<file path="src/rtl/proc_pkg.sv">
// Shared definitions for the processor front end: fetch FSM states and the
// opcodes the fetch controller has to recognise.
package proc_pkg;

  typedef enum logic [2:0] {
    IDLE,
    FETCH,
    DECODE,
    OPERAND,
    JUMP,
    ISSUE,
    HALT
  } state_t;

  localparam logic [2:0] OP_JMP = 3'b110;
  localparam logic [2:0] OP_BRZ = 3'b101;
  localparam logic [2:0] OP_HLT = 3'b111;

endpackage

</file>
<file path="src/rtl/fetch_ctrl.sv">
// Instruction fetch controller: fetches opcode bytes, resolves JMP/BRZ/HLT
// locally and hands every other opcode to the execute stage.
module fetch_ctrl
  import proc_pkg::*;
(
  input  logic       clk,
  input  logic       reset,
  input  logic [7:0] pc_addr,
  input  logic       zero_flag,
  output logic       mem_req,
  output logic [7:0] mem_addr,
  input  logic       mem_ack,
  input  logic [7:0] mem_rdata,
  output logic       inc_pc,
  output logic       load_pc,
  output logic [7:0] pc_in,
  output logic [7:0] ir,
  output logic       ir_valid,
  input  logic       ir_ready,
  output logic       halt
);

  state_t     state, state_nxt;
  logic [7:0] ir_q;
  logic [7:0] target;

  assign ir = ir_q;

  always_ff @(posedge clk or posedge reset) begin
    if (reset) begin
      state  <= IDLE;
      ir_q   <= 8'h00;
      target <= 8'h00;
    end else begin
      state <= state_nxt;
      if (state == FETCH && mem_ack)
        ir_q <= mem_rdata;
      if (state == OPERAND && mem_ack)
        target <= mem_rdata;
    end
  end

  // All outputs decode from state, so reset clears them without waiting for a clock.
  always_comb begin
    state_nxt = state;
    mem_req   = 1'b0;
    mem_addr  = 8'h00;
    inc_pc    = 1'b0;
    load_pc   = 1'b0;
    pc_in     = 8'h00;
    ir_valid  = 1'b0;
    halt      = 1'b0;
    case (state)
      IDLE: state_nxt = FETCH;
      FETCH: begin
        mem_req  = 1'b1;
        mem_addr = pc_addr;
        if (mem_ack) begin
          inc_pc    = 1'b1;
          state_nxt = DECODE;
        end
      end
      DECODE: begin
        case (ir_q[7:5])
          OP_JMP: state_nxt = OPERAND;
          OP_BRZ: begin
            if (zero_flag) begin
              state_nxt = OPERAND;
            end else begin
              // branch not taken: step over the operand byte
              inc_pc    = 1'b1;
              state_nxt = FETCH;
            end
          end
          OP_HLT:  state_nxt = HALT;
          default: state_nxt = ISSUE;
        endcase
      end
      OPERAND: begin
        mem_req  = 1'b1;
        mem_addr = pc_addr;
        if (mem_ack)
          state_nxt = JUMP;
      end
      JUMP: begin
        load_pc   = 1'b1;
        pc_in     = target;
        state_nxt = FETCH;
      end
      ISSUE: begin
        ir_valid = 1'b1;
        if (ir_ready)
          state_nxt = FETCH;
      end
      HALT:    halt = 1'b1;
      default: state_nxt = IDLE;
    endcase
  end

endmodule

</file>
<file path="config.mk">
export PLATFORM = sky130hd
export DESIGN_NAME = fetch_ctrl
export DESIGN_NICKNAME = d
export VERILOG_FILES = /design/src/rtl/proc_pkg.sv /design/src/rtl/fetch_ctrl.sv
export SDC_FILE = /design/constraint.sdc
export NUM_CORES = 1
export LEC_CHECK = 0
export CORE_MARGIN = 3
export CORE_UTILIZATION = 36
export CTS_BUF_LIST = sky130_fd_sc_hd__clkbuf_16
export DETAILED_ROUTE_END_ITERATION = 7
export PLACE_DENSITY_LB_ADDON = 0.1
export SYNTH_ARGS = -nofsm -noshare
export SYNTH_HDL_FRONTEND = slang
export SYNTH_SLANG_ARGS = --single-unit
</file>
<file path="constraint.sdc">
create_clock -name clk -period 1.3 [get_ports clk]
set_clock_uncertainty 0.1 [all_clocks]
set_input_delay 0.26 -clock clk [delete_from_list [all_inputs] [get_ports clk]]
set_output_delay 0.26 -clock clk [all_outputs]
set_load 0.03 [all_outputs]
</file>
Word level (Yosys, flattened, before mapping)
Cells that the tools add are included.
Cells by class
  bitwise operators: 1
  equal/unequal tests: 12
  reduce and logical (&&, ||, !) cells: 6
  muxes and demuxes: 16
Operator list (number)
  $eq A3 B3 Y1 const B: 6
  $pmux W3 S6: 1
  $mux W8: 2
  $mux W3: 3
  $pmux W3 S3: 1
  $mux W1: 7
  $eq A3 B2 Y1 const B: 2
  $ne A2 B2 Y1 const B: 3
  $reduce_and A4 Y1: 1
  $reduce_or A2 Y1: 2
  $eq A3 B1 Y1 const B: 1
  $logic_not A3 Y1: 1
  $logic_and A1 B1 Y1: 2
  $mux W2: 1
  $pmux W1 S2: 1
  $not A1 Y1: 1
Word-level totals
  output and inout bits: 29
  bits in registers: 19
  input port bits: 21
  logic and storage cells: 38

Longest topological paths before layout
  word-level depth: 3
  mapped depth: 5
  gate-level depth less buffers: 3

Least setup slack after synthesis
Ideal clock, no wire load.
  kind: reg-to-output
  from: register state[0]
  to: output port pc_in[0]
  slack: -554 ps
  required time: 940 ps
  data arrival time: 1494 ps
  buffers on the path: 1
  stages on the path, launching flop included: 4
  path through: dfrtp_1 -> buf_4 -> nor3_2 -> and2_1
On the way
  longest elaborated chain between the ends: 2
Ends and longest elaborated chain
  start, declared: line fetch_ctrl.sv:23  | state_t state, state_nxt;
  start signal, assigned: line fetch_ctrl.sv:35  | state <= state_nxt;
  $eq A3 B3 Y1: line fetch_ctrl.sv:53  | case (state)
  $mux W8: line fetch_ctrl.sv:53
  end, declared: line fetch_ctrl.sv:16  | output logic [7:0] pc_in,
No other way between the ends.

Final worst setup path
  from: register state[1]
  to: output port pc_in[0]
Same word-level chain as after synthesis.

==> results.py <==
metrics = {
    "worst_setup_path": {
        "ff2ff_setup_slack_ps": -350,
        "critical_path_class": "flip-flop to primary output",
        "cp.arrival_ps": 1390,
        "cp.required_ps": 940,
        "startpoint_type": "flip-flop",
        "setup.worst_path.end_class": "primary output",
        "critical_path.max_fanout": 6,
    },
    "placement": {
        "dpl.hpwl_um": 2000,
        "place_congestion": 0.811,
        "numPortBuffers": 49,
        "placedCellCount": 176,
    },
    "layout": {
        "seq_area_um2": 480,
        "fillCellCount": 133,
        "final_cell_count_no_fill": 197,
        "final_util_pct": 83.5,
        "multi_input_area_um2": 704,
        "layout_common_cells": "buf_6 (45), clkdlybuf4s50_1 (20), buf_4 (17)",
        "drive_gt1_share_pct": 72.5,
        "final_common_cell": "buf_6",
        "nNetsFinal": 189,
        "antenna_cells": 0,
        "syn2layout_area_growth_pct": 111,
    },
    "synthesis": {
        "syn_nets": 106,
        "netlist_area_um2": 1010,
        "seq_area_frac_synth_pct": 46.9,
        "synth_area_leaders": "dfrtp_1 (47%), mux2_2 (18%), and2_1 (9.9%)",
        "synth_cell_types": 27,
        "syn_inst": 85,
        "synth-seq-cells": 19,
        "synth_top_area_share_pct": 46.9,
        "postSynthAreaPerCell_um2": 11.9,
        "synth_area_leader_cell": "dfrtp_1",
        "yosysWarnings": 0,
    },
    "detailed_routing": {
        "dr_wl_met3_um": 217,
        "vias": 990,
        "wl_per_cell_um": 17.8,
        "drc": 0,
        "top_layer_used": "met4",
        "detail_route.vias_per_cell": 5.03,
        "met2WireLength_um": 1910,
        "antenna_left": 0,
        "dr.pass1.iters": 4,
        "drt_iter0_drc": 15,
        "m1WireLength_um": 1330,
        "totalWireLength_um": 3500,
    },
    "pwr": {
        "p_int_mw": 3.34,
        "irDropWorstVdd_mv": 2.00,
        "net-switching-power_mw": 2.15,
        "p_comb_share_pct": 66.9,
        "switching_share_pct": 39.1,
        "clkPwrFrac_pct": 11.3,
        "p_leak_nw": 1.00,
        "p_seq_share_pct": 21.8,
        "pwr_density_cell_nw_per_um2": 2560,
    },
    "die": {
        "die_h_um": 59.1,
        "die_x_um": 59.1,
        "start_util_pct": 39.5,
        "core-area_um2": 2570,
        "die-area_um2": 3490,
        "rows": 18,
        "ios": 50,
    },
    "timing": {
        "timing.final.crit_share_pct": 134,
        "hold_viol": 0,
        "setup_violations": 41,
        "min_period_ps": 1750,
        "tns_ps": -13290,
        "fin_ws_ps": -446,
        "worst_pin_slew_ps": 396,
        "max_clock_freq_mhz": 573,
        "slew_headroom_pct": 73.6,
        "rsz0062_at_grt": "yes",
        "slew_violations": 0,
    },
    "flow_run": {
        "drv_cap": 0,
    },
    "clock_network": {
        "cts_max_level": 1,
        "cts_hold_buffers": 0,
        "clk-insertion-delay-late_ps": 250,
        "cts_root_buf": "clkbuf_16",
        "clock_tree.buffer_depth": 2,
        "path_clk_slew_ps": 50,
        "numClockSinks": 19,
        "numCtsBuffers": 3,
        "cts_tree": "built",
    },
    "grt": {
        "grt_pass1_wl_um": 5140,
        "antenna_found_initial": 0,
        "grt_overflow": 0,
        "grt_max_degree": 20,
        "track_usage_pct": 19.7,
        "grt_pass1_vias": 1080,
    },
    "worst_hold_path": {
        "min_path_type": "input pin to asynchronous set/reset pin",
    },
    "outcome": {
        "status": "complete, but fails checks",
        "violations": "negative setup slack",
    },
}
==> critical path: stages (launching register included) <==
cell	delay (ps)
dfrtp_2	450
nor3_4	270
buf_6	160
and2_4	130
buf_6	120
==> sequential cells by signal, summed over array words and instances (netlist names) <==
name    count
state       3
ir          8
target      8
==> power groups by stage <==
| stage | Clock, mW | Combinational [mW] | Sequential [mW] |
|---|---|---|---|
| 6_report | 0.622 | 3.67 | 1.20 |
| 5_1_grt | 0.658 | 3.86 | 1.23 |
| 4_1_cts | 0.625 | 3.22 | 1.15 |
| 3_5_place_dp | 0 | 2.59 | 1.14 |
| 3_3_place_gp | 0 | 2.55 | 1.13 |
| 2_1_floorplan | 0 | 1.59 | 1.31 |
==> synth_stat cells <==
cell / number
a21oi_1: 2
a221oi_1: 1
a22o_1: 1
a22oi_1: 1
a31o_2: 1
and2_1: 16
and4_1: 1
buf_2: 2
buf_4: 1
buf_6: 2
dfrtp_1: 19
inv_1: 2
mux2_2: 16
mux2i_1: 2
nand2b_1: 2
nand2b_2: 1
nand3_2: 1
nor2_1: 2
nor2b_1: 2
nor2b_4: 2
nor3_1: 1
nor3_2: 1
nor3b_1: 1
o21ai_0: 2
o32ai_1: 1
or3b_1: 1
xnor2_1: 1
==> cell families (layout without fill, tap and decap cells) <==
| logic type | after synthesis | after routing | share of synthesized area, % |
|---|---|---|---|
| buf+inv | 7 | 88 | 4.69 |
| xor+xnor | 1 | 1 | 0.864 |
| flops | 19 | 19 | 46.9 |
| compound gates | 9 | 9 | 6.17 |
| simple gates | 31 | 32 | 21.6 |
| mux | 18 | 18 | 19.8 |
==> stage by stage <==
| step | power [mW] | cell area [µm²] | hold WS (ps) | worst slack (ps) |
|---|---|---|---|---|
| after floorplan | 2.89 | 1120 | 111 | -307 |
| after detailed placement | 3.73 | 1650 | 386 | -487 |
| after CTS | 4.99 | 2000 | 272 | -419 |
| final | 5.49 | 2140 | 278 | -446 |
| after global routing | 5.75 | 2140 | 298 | -510 |
| after global placement | 3.69 | 1650 | 380 | -466 |
==> area by class of cell <==
cell class,instances,share of cell area [%]
inverter,2,0.350
clock inverter,1,0.175
multi-input combinational,60,32.9
tap,30,1.75
clock buffer,3,3.50
timing repair buffer,82,38.9
sequential,19,22.4
==> timing repair <==
action | 4_1_cts | 5_1_grt
pin swaps | 10 | 13
setup endpoints to repair | 41 | 43
endpoints found under the hold margin | 0 | 0
setup buffers | 10 | 9
resized for setup | 60 | 18
cloned | 1 | 0
==> path summary, 6_finish.rpt <==
path / to / startpoint / depth (start not counted)
max: pc_in[0] / state[1] / 4
min: ir[4] / reset / 3
max reg2reg: ir[3] / state[1] / 6
min reg2reg: target[2] / target[2] / 1
max in group asynchronous: ir[5] / reset / 3
min in group clk: target[2] / target[2] / 1
==> routing by layer <==
metal | up-vias | track usage [%]
li1 | 461 | -
met1 | 488 | 21.9
met2 | 37 | 36.3
met3 | 4 | 4.58
met4 | 0 | 6.80
met5 | - | 0
No activity file was read; power rests on OpenSTA's default activity.
